File: src/rtl/dlx_fetch_unit.sv
// DLX instruction-fetch stage: PC, imem req/ack, decoder valid/ready, redirect/drain.
// Optional macro FETCH_PERF_CNT_EN adds fetch_count/discard_count ports.
module dlx_fetch_unit #(
  parameter logic [0:31] RESET_PC = 32'h0000_0000,
  parameter int unsigned INC      = 4
) (
  input  logic        clk,
  input  logic        reset,
  output logic        imem_req,
  output logic [0:31] imem_addr,
  input  logic        imem_ack,
  input  logic [0:31] imem_rdata,
  output logic        instr_valid,
  input  logic        instr_ready,
  output logic [0:31] instruction,
  output logic [0:31] instr_pc,
  output logic [0:31] pc_plus4,
`ifdef FETCH_PERF_CNT_EN
  output logic [0:31] fetch_count,
  output logic [0:31] discard_count,
`endif
  input  logic        redirect,
  input  logic [0:31] redirect_target
);

  typedef enum logic [1:0] {BOOT, FETCH, VALID, DRAIN} state_e;

  state_e      state_q, state_d;
  logic [0:31] pc_q, pc_d;
  logic [0:31] drain_addr_q, drain_addr_d;
  logic [0:31] instruction_q, instruction_d;
  logic [0:31] instr_pc_q, instr_pc_d;
  logic [0:31] pc_plus4_q, pc_plus4_d;
  logic        instr_valid_q, instr_valid_d;
  logic [0:31] target;
  logic        fetch_inc, discard_inc;

  assign target = redirect_target & ~32'h0000_0003;

  always_ff @(posedge clk) begin
    if (reset) begin
      state_q       <= BOOT;
      pc_q          <= RESET_PC;
      drain_addr_q  <= '0;
      instruction_q <= '0;
      instr_pc_q    <= '0;
      pc_plus4_q    <= '0;
      instr_valid_q <= 1'b0;
    end else begin
      state_q       <= state_d;
      pc_q          <= pc_d;
      drain_addr_q  <= drain_addr_d;
      instruction_q <= instruction_d;
      instr_pc_q    <= instr_pc_d;
      pc_plus4_q    <= pc_plus4_d;
      instr_valid_q <= instr_valid_d;
    end
  end

  always_comb begin
    state_d       = state_q;
    pc_d          = pc_q;
    drain_addr_d  = drain_addr_q;
    instruction_d = instruction_q;
    instr_pc_d    = instr_pc_q;
    pc_plus4_d    = pc_plus4_q;
    instr_valid_d = instr_valid_q;
    fetch_inc     = 1'b0;
    discard_inc   = 1'b0;
    case (state_q)
      BOOT: begin
        state_d = FETCH;
        if (redirect) pc_d = target;
      end
      FETCH: begin
        if (imem_ack) begin
          if (redirect) begin
            pc_d        = target;
            discard_inc = 1'b1;
          end else begin
            instruction_d = imem_rdata;
            instr_pc_d    = pc_q;
            pc_plus4_d    = pc_q + 32'd4;
            pc_d          = pc_q + 32'(INC);
            instr_valid_d = 1'b1;
            fetch_inc     = 1'b1;
            state_d       = VALID;
          end
        end else if (redirect) begin
          // An outstanding request cannot be withdrawn; remember its address and drain it.
          drain_addr_d = pc_q;
          pc_d         = target;
          state_d      = DRAIN;
        end
      end
      VALID: begin
        if (redirect || instr_ready) begin
          instr_valid_d = 1'b0;
          state_d       = FETCH;
        end
        if (redirect) pc_d = target;
      end
      DRAIN: begin
        if (redirect) pc_d = target;
        if (imem_ack) begin
          discard_inc = 1'b1;
          state_d     = FETCH;
        end
      end
      default: state_d = BOOT;
    endcase
  end

  always_comb begin
    imem_req  = (state_q == FETCH) || (state_q == DRAIN);
    imem_addr = (state_q == DRAIN) ? drain_addr_q : pc_q;
  end

  assign instr_valid = instr_valid_q;
  assign instruction = instruction_q;
  assign instr_pc    = instr_pc_q;
  assign pc_plus4    = pc_plus4_q;

`ifdef FETCH_PERF_CNT_EN
  logic [0:31] fetch_count_q, fetch_count_d;
  logic [0:31] discard_count_q, discard_count_d;

  always_comb begin
    fetch_count_d   = fetch_count_q + {31'd0, fetch_inc};
    discard_count_d = discard_count_q + {31'd0, discard_inc};
  end

  always_ff @(posedge clk) begin
    if (reset) begin
      fetch_count_q   <= '0;
      discard_count_q <= '0;
    end else begin
      fetch_count_q   <= fetch_count_d;
      discard_count_q <= discard_count_d;
    end
  end

  assign fetch_count   = fetch_count_q;
  assign discard_count = discard_count_q;
`else
  logic unused_cnt;
  assign unused_cnt = fetch_inc ^ discard_inc;
`endif

endmodule
File: config.mk
export PLATFORM = sky130hd
export DESIGN_NAME = dlx_fetch_unit
export DESIGN_NICKNAME = d
export VERILOG_FILES = /design/src/rtl/dlx_fetch_unit.sv
export SDC_FILE = /design/constraint.sdc
export NUM_CORES = 1
export LEC_CHECK = 0
export ABC_AREA = 0
export BUFFER_PORTS_ARGS = -buffer_cell sky130_fd_sc_hd__buf_2
export CORE_ASPECT_RATIO = 0.8
export CORE_MARGIN = 5
export CORE_UTILIZATION = 50
export CTS_BUF_LIST = sky130_fd_sc_hd__clkbuf_16
export CTS_CLUSTER_SIZE = 10
export DETAILED_ROUTE_END_ITERATION = 8
export GPL_ROUTABILITY_DRIVEN = 1
export PLACE_DENSITY = 0.85
export SLEW_MARGIN = 20
export SYNTH_ARGS = -nofsm -noshare
export SYNTH_HDL_FRONTEND = slang
export SYNTH_SLANG_ARGS = --single-unit
File: constraint.sdc
create_clock -name clk -period 3.03 [get_ports clk]
set_input_delay 0.1515 -clock clk [delete_from_list [all_inputs] [get_ports clk]]
set_output_delay 0.1515 -clock clk [all_outputs]
set_load 0.02 [all_outputs]
==> summary.md, run 1 <==
| Metric | Value |
|---|---|
| Synth unique cells | `48` |
| Startpoint class of the critical path | `flip-flop` |
| Final worst path period share | `between 80 and 90%` |
| Avg WL per Cell | `between 15 and 20 um` |
| Via Count | `~7,500` |
| Antenna violations before repair | `1` |
| VDD IR max | `433 uV` |
| Maximum clock rate | `between 300 and 400 MHz` |
| Synthesized flop and latch total | `~160` |
| Net count of the mapped netlist | `986` |
| Final non-filler cell total | `1,291` |
| Area added between synthesis and finish | `27.2%` |
| Boundary pin count | `~200` |
| Worst-case setup margin in the final layout | `403 ps` |
| Cell chosen for the clock root | `clkbuf_16` |
| Min Tclk post-route | `about 2600 ps` |
| Crit-path max cell delay | `a little under 700 ps` |
| Estimated wirelength of the detail-placed design | `around 15,000 um` |
| Number of DRC markers after the initial detailed-route iteration | `around 630` |
| Detailed-route wire length | `about 23,000 um` |
| Yosys warns | `0` |
| Max transition margin | `47.2%` |
| Share of Yosys cell area claimed by the top area cell type | `between 40% and 50%` |
| Cell area after technology mapping | `7290 um2` |
| Number of buffers inserted by post-CTS setup repair | `0` |
| Commonest cells after routing, fill and taps aside | `nand2_1 (217), buf_2 (195), dfxtp_1 (161), a21oi_1 (102), nor2_1 (58)` |
| Via density | `5.78` |
| Number of nets at the end of the flow | `about 1,200` |
| RSZ-0062 raised after global routing | `false` |
| Sink count of the clock tree | `around 160` |
| Flip-flop cell with the highest count after synthesis | `dfxtp_1` |
| Sequential share of the synthesized area | `~44%` |
| Remaining DRCs | `0` |
| Count of standard-cell rows | `39` |
| Largest area contributor in the synthesized netlist | `dfxtp_1` |
| Maximum count of clock buffers along a single path | `2` |
| Gr usage total | `26.0%` |
| Maximum number of pins on one net before global-route repair | `~70` |
| Tightest Hold Check Type | `in -> reg` |
| Largest fanout on the critical path | `15` |
| Worst Setup End Kind | `flip-flop` |
| First-pass GRT wire length | `36,400 um` |
| Via count of the first global-routing pass | `~7,000` |
| # placed instances | `between 1,000 and 1,500` |
| Number of instances in the synthesized netlist | `between 900 and 1,000` |
| Main area contributors after synthesis | `dfxtp_1 (44%), nand2_1 (11%), a21oi_1 (7.0%)` |
| CP cell instances | `ha_1, nand3_1, or3_1, or4_1, a311oi_1` |
| Max-cap check violation count | `0` |
| Most common cell after layout, fill and taps aside | `nand2_1` |
| Total power divided by cell area | `approximately 530 nW/um2` |
| Slowest cell on the critical path | `or3_1` |
| Mapped Avg Cell Area | `roughly 8 um2` |
| Async set or reset register ratio after synthesis | `0%` |
| Buffers & Inverters on Critical Path | `0` |
| Initial DRT Pass Iterations | `5` |
| Final Max Tran Viols | `0` |
| Core ar. | `14,300 um2` |
| Pre-CTS setup slack | `around 470 ps` |
| Routed met3 length | `around 2500 um` |
| Setup Viol. Count Final | `0` |
| Amount of wire on met2 after detailed routing | `about 11,000 um` |
| Actual slew at the worst max-slew pin | `around 790 ps` |
| Start-to-end type of the worst setup path | `reg -> reg` |
| Remaining Overflow, GRT | `0` |
| Die extent in y | `118 um` |
| Post-Route Skew | `~6.6 ps` |
| Buffers added on ports | `slightly below 200` |
| Worst path top cell family by delay | `simple AND/OR/NAND/NOR gates` |
| Overall die width | `around 140 um` |
| Effective utilization at floorplan | `51.0%` |
| Die area | `17,100 um2` |
| Clock network latency to the later pin of the worst-skew pair | `around 430 ps` |
| Setup Total Neg Slack | `0 ps` |
| TritonCTS clock tree | `done` |
| Hold violation count in the final report | `0` |
| Routed Antenna Nets | `0` |
| Final Util | `between 60% and 70%` |
| CTS HTree Levels | `4` |
| TritonCTS Buffers | `17` |
| Number of diodes | `0` |
| Required time reported for the critical path endpoint | `between 3000 and 4000 ps` |
| Routed met1 length | `roughly 9400 um` |
| Total power draw | `4.92 mW` |
| Top sig layer | `met5` |
| Fillcell total | `approximately 1,200` |
| Fraction of final layout cells sized beyond drive strength 1 | `between 20% and 30%` |
| Routability Congestion | `between 0.9 and 1` |
| Data arrival, critical path | `a little under 3000 ps` |
| Clk slew on worst S/H paths | `approximately 60 ps` |
| Result of the run | `finished, final reports clean` |
| Leakage power total | `between 3 and 4 nW` |
| Number of synthesized flops with an enable pin | `0` |
## metrics by stage
step | hold slack [ps] | cell area, um2
floorplan | 288 | 7290
global route | 1.41 | 9270
CTS | 1.06 | 9270
detailed placement | 398 | 8290
finish | 16.0 | 9270
global placement | 391 | 8290
## report_power, final
part,leakage (nW),total [mW],switching (mW),internal (mW)
clock network,0.286,2.01,0.835,1.18
logic,2.10,0.610,0.359,0.250
registers,1.31,2.30,0.104,2.20
total,3.69,4.92,1.30,3.62
## final timing paths
| kind | startpoint | endpoint | slack (ps) | depth (start not counted) |
|---|---|---|---|---|
| max | pc_q[28] | pc_plus4[5] | 400 | 5 |
| min | redirect_target[19] | pc_q[19] | 20 | 3 |
| max reg2reg | pc_q[28] | pc_plus4[5] | 400 | 5 |
| min reg2reg | instr_pc[7] | instr_pc[7] | 450 | 2 |
## worst reg2reg max path, cell delays in order (launching register included)
cell,delay (ps)
dfxtp_1,440
ha_1,260
nand3_1,270
or3_1,690
or4_1,590
a311oi_1,280
## logic make-up after synthesis
family | count (synthesis) | synth area share [%]
adders and majority gates | 1 | 0.172
DFF | 161 | 44.2
and+or+nand+nor | 386 | 24.3
muxes | 32 | 4.94
AOI/OAI and AO/OA | 208 | 17.9
buffers and inverters | 111 | 6.37
xor gates and xnor gates | 17 | 2.04
## registers in the layout (all words and copies together), names as in the netlist
name,flops
drain_addr_q,32
instr_pc,32
instr_valid,1
instruction,32
pc_plus4,30
pc_q,32
state_q,2
## synthesized netlist by cell type (all sizes together) (5+ instances only)
master	count
nor3	7
a31oi	6
xor2	8
mux2	32
buf	23
o31a	5
nand2	217
nor4	13
a311oi	27
nor2	58
clkbuf	78
o21ai	17
nand3	17
inv	10
xnor2	9
nand4	14
and4	9
or4	14
dfxtp	161
o31ai	15
or3	10
a211oi	22
nor3b	7
a21oi	102
## repair_timing
action,in CTS,in global routing
hold buffers,45,0
hold endpoints to repair,45,0
setup endpoints to repair,0,0
resized for setup,0,0
## layer usage
metal	global-route usage, %	vias up
met5	0	-
li1	-	3561
met3	7.58	52
met4	8.47	2
met1	33.6	3452
met2	41.7	400
## cell type report
| cell class | instances | area, um2 | share of cell area, % |
|---|---|---|---|
| clock buffer | 17 | 425 | 4.59 |
| clock inverter | 13 | 110 | 1.19 |
| inverter | 10 | 37.5 | 0.405 |
| multi-input combinational | 644 | 3620 | 39.0 |
| sequential | 161 | 3220 | 34.8 |
| tap | 184 | 230 | 2.48 |
| timing repair buffer | 262 | 1630 | 17.6 |
Power figures use the tool's default switching activity.
==> run 2: changes to the inputs <==
==> constraint.sdc (replaced) <==
create_clock -name clk -period 3.03 [get_ports clk]
set_input_delay 0.1515 -clock clk [delete_from_list [all_inputs] [get_ports clk]]
set_output_delay 0.1515 -clock clk [all_outputs]
set_load 0.1 [all_outputs]
==> run 2 against run 1 <==
Net effect:
- count of clock-buffer cells in the layout stayed put
- hold slack got worse by 9.2 ps
- final cell count hardly changed
- global-route usage down 0.53 points
- clock skew up 3.9 ps
- routed wire length shrank 1.5%
- largest cell class unchanged
- largest power group unchanged
- highest routed layer unchanged
==> summary.md, run 2 (synthesis gave the netlist of run 1 again) <==
| Metric | Value |
|---|---|
| Result of the run | `finished, final reports clean` |
| Min-delay src | `redirect_target[21]` |
| Final non-filler cell total | `1,292` |
| Initial DRT Pass Iterations | `5` |
| Cell chosen for the clock root | `clkbuf_16` |
| Worst Hold Path Cells | `3` |
| Data arrival, critical path | `~2500 ps` |
| Worst hold path endpoint | `pc_q[21]` |
| Worst flop-to-flop path endpoint | `pc_plus4[9]` |
| RSZ-0062 raised after global routing | `false` |
| Worst Setup End Kind | `output port` |
| Setup Total Neg Slack | `0 ps` |
| Maximum count of clock buffers along a single path | `2` |
| Number of nets at the end of the flow | `between 1,000 and 1,500` |
| Maximum number of pins on one net before global-route repair | `~70` |
| Number of buffers inserted by post-CTS setup repair | `0` |
| Die area | `between 15,000 and 20,000 um2` |
| Setup Viol. Count Final | `0` |
| Clock network latency to the later pin of the worst-skew pair | `roughly 430 ps` |
| Required time reported for the critical path endpoint | `between 2000 and 3000 ps` |
| Via Count | `7,383` |
| Tightest Hold Check Type | `in -> reg` |
| Largest fanout on the critical path | `22` |
| Sink count of the clock tree | `161` |
| Die extent in y | `118 um` |
| # placed instances | `1,218` |
| Via count of the first global-routing pass | `6,956` |
| Final Max Tran Viols | `0` |
| Max-cap check violation count | `0` |
| Number of cells on the worst reg-to-reg path | `5` |
| Fraction of final layout cells sized beyond drive strength 1 | `approximately 26%` |
| Area added between synthesis and finish | `27.8%` |
| Commonest cells after routing, fill and taps aside | `nand2_1 (217), buf_2 (195), dfxtp_1 (161), a21oi_1 (102), nor2_1 (58)` |
| Number of DRC markers after the initial detailed-route iteration | `~650` |
| Clk slew on worst S/H paths | `60 ps` |
| First-pass GRT wire length | `35,900 um` |
| Effective utilization at floorplan | `around 51%` |
| Max transition margin | `about 49%` |
| Final Util | `around two thirds` |
| Via density | `between 5 and 6` |
| Final worst path period share | `~88%` |
| Total power divided by cell area | `589 nW/um2` |
| Estimated wirelength of the detail-placed design | `around 15,000 um` |
| Routability Congestion | `between 0.9 and 1` |
| Reg-to-reg setup timing slack | `roughly 410 ps` |
| Count of standard-cell rows | `39` |
| Gr usage total | `around 25%` |
| Startpoint class of the critical path | `flip-flop` |
| Detailed-route wire length | `around 23,000 um` |
| Remaining DRCs | `0` |
| Remaining Overflow, GRT | `0` |
| Post-Route Skew | `between 10 and 15 ps` |
| Overall die width | `between 100 and 150 um` |
| Leakage power total | `approximately 3.7 nW` |
| Actual slew at the worst max-slew pin | `approximately 770 ps` |
| Routed Antenna Nets | `0` |
| Boundary pin count | `a little under 200` |
| Post-CTS sizing | `0` |
| TritonCTS Buffers | `17` |
| Core ar. | `between 10,000 and 15,000 um2` |
| Maximum clock rate | `373 MHz` |
| Worst r2r src | `pc_q[28]` |
| VDD IR max | `around 470 uV` |
| Min Tclk post-route | `approximately 2700 ps` |
| Most common cell after layout, fill and taps aside | `nand2_1` |
| CTS Hold Bufs | `between 40 and 50` |
| Antenna violations before repair | `2` |
| CTS HTree Levels | `4` |
| Hold violation count in the final report | `0` |
| TritonCTS clock tree | `done` |
| Start-to-end type of the worst setup path | `reg -> out` |
| Avg WL per Cell | `roughly 17 um` |
| Buffers added on ports | `between 150 and 200` |
run 2: how the worst max path moves through the flow:
stage,start,end
final,state_q[0],imem_addr[22]
after CTS,state_q[0],imem_addr[0]
after global routing,state_q[1],imem_addr[0]
after global placement,pc_q[28],pc_plus4[9]
after detailed placement,pc_q[28],pc_plus4[9]
after floorplan,pc_q[28],pc_q[5]
run 2: metrics by stage:
step / cell area, um2 / total power, mW / setup WS [ps] / hold slack (ps)
2_1_floorplan: 7290 / 3.13 / 895 / 288
3_3_place_gp: 8320 / 3.32 / 549 / 391
3_5_place_dp: 8320 / 3.34 / 475 / 398
4_1_cts: 9310 / 5.50 / 387 / 1.29
5_1_grt: 9310 / 5.67 / 234 / 15.9
6_report: 9310 / 5.48 / 352 / 6.80
run 2: worst max-delay path: stages, from the launching register on:
cell and delay (ps):
dfxtp_1 630, nand2_1 450, buf_12 320, mux2_2 260, buf_2 430
run 2: final cells by class:
| cell class | instances | area, um2 |
|---|---|---|
| inverters | 10 | 37.5 |
| clock buffers | 17 | 425 |
| flip-flops and latches | 161 | 3220 |
| well taps | 184 | 230 |
| fillers | 1182 | 4980 |
| repair buffers | 261 | 1630 |
| multi-input cells | 644 | 3620 |
| clock inverters | 14 | 149 |
| diodes | 1 | 2.50 |
run 2: where the power goes:
part | internal [mW] | switching [mW]
combinational | 0.250 | 0.795
sequential | 2.20 | 0.101
clock | 1.27 | 0.865
total | 3.72 | 1.76
run 2: layer usage:
metal  global-route usage (%)  part of all wire [%]  vias up
li1                         -                     -     3564
met4                     8.88                   2.2        2
met1                     33.0                    42     3421
met3                     7.04                   9.5       50
met5                        0                 0.088        -
met2                     40.7                    47      346
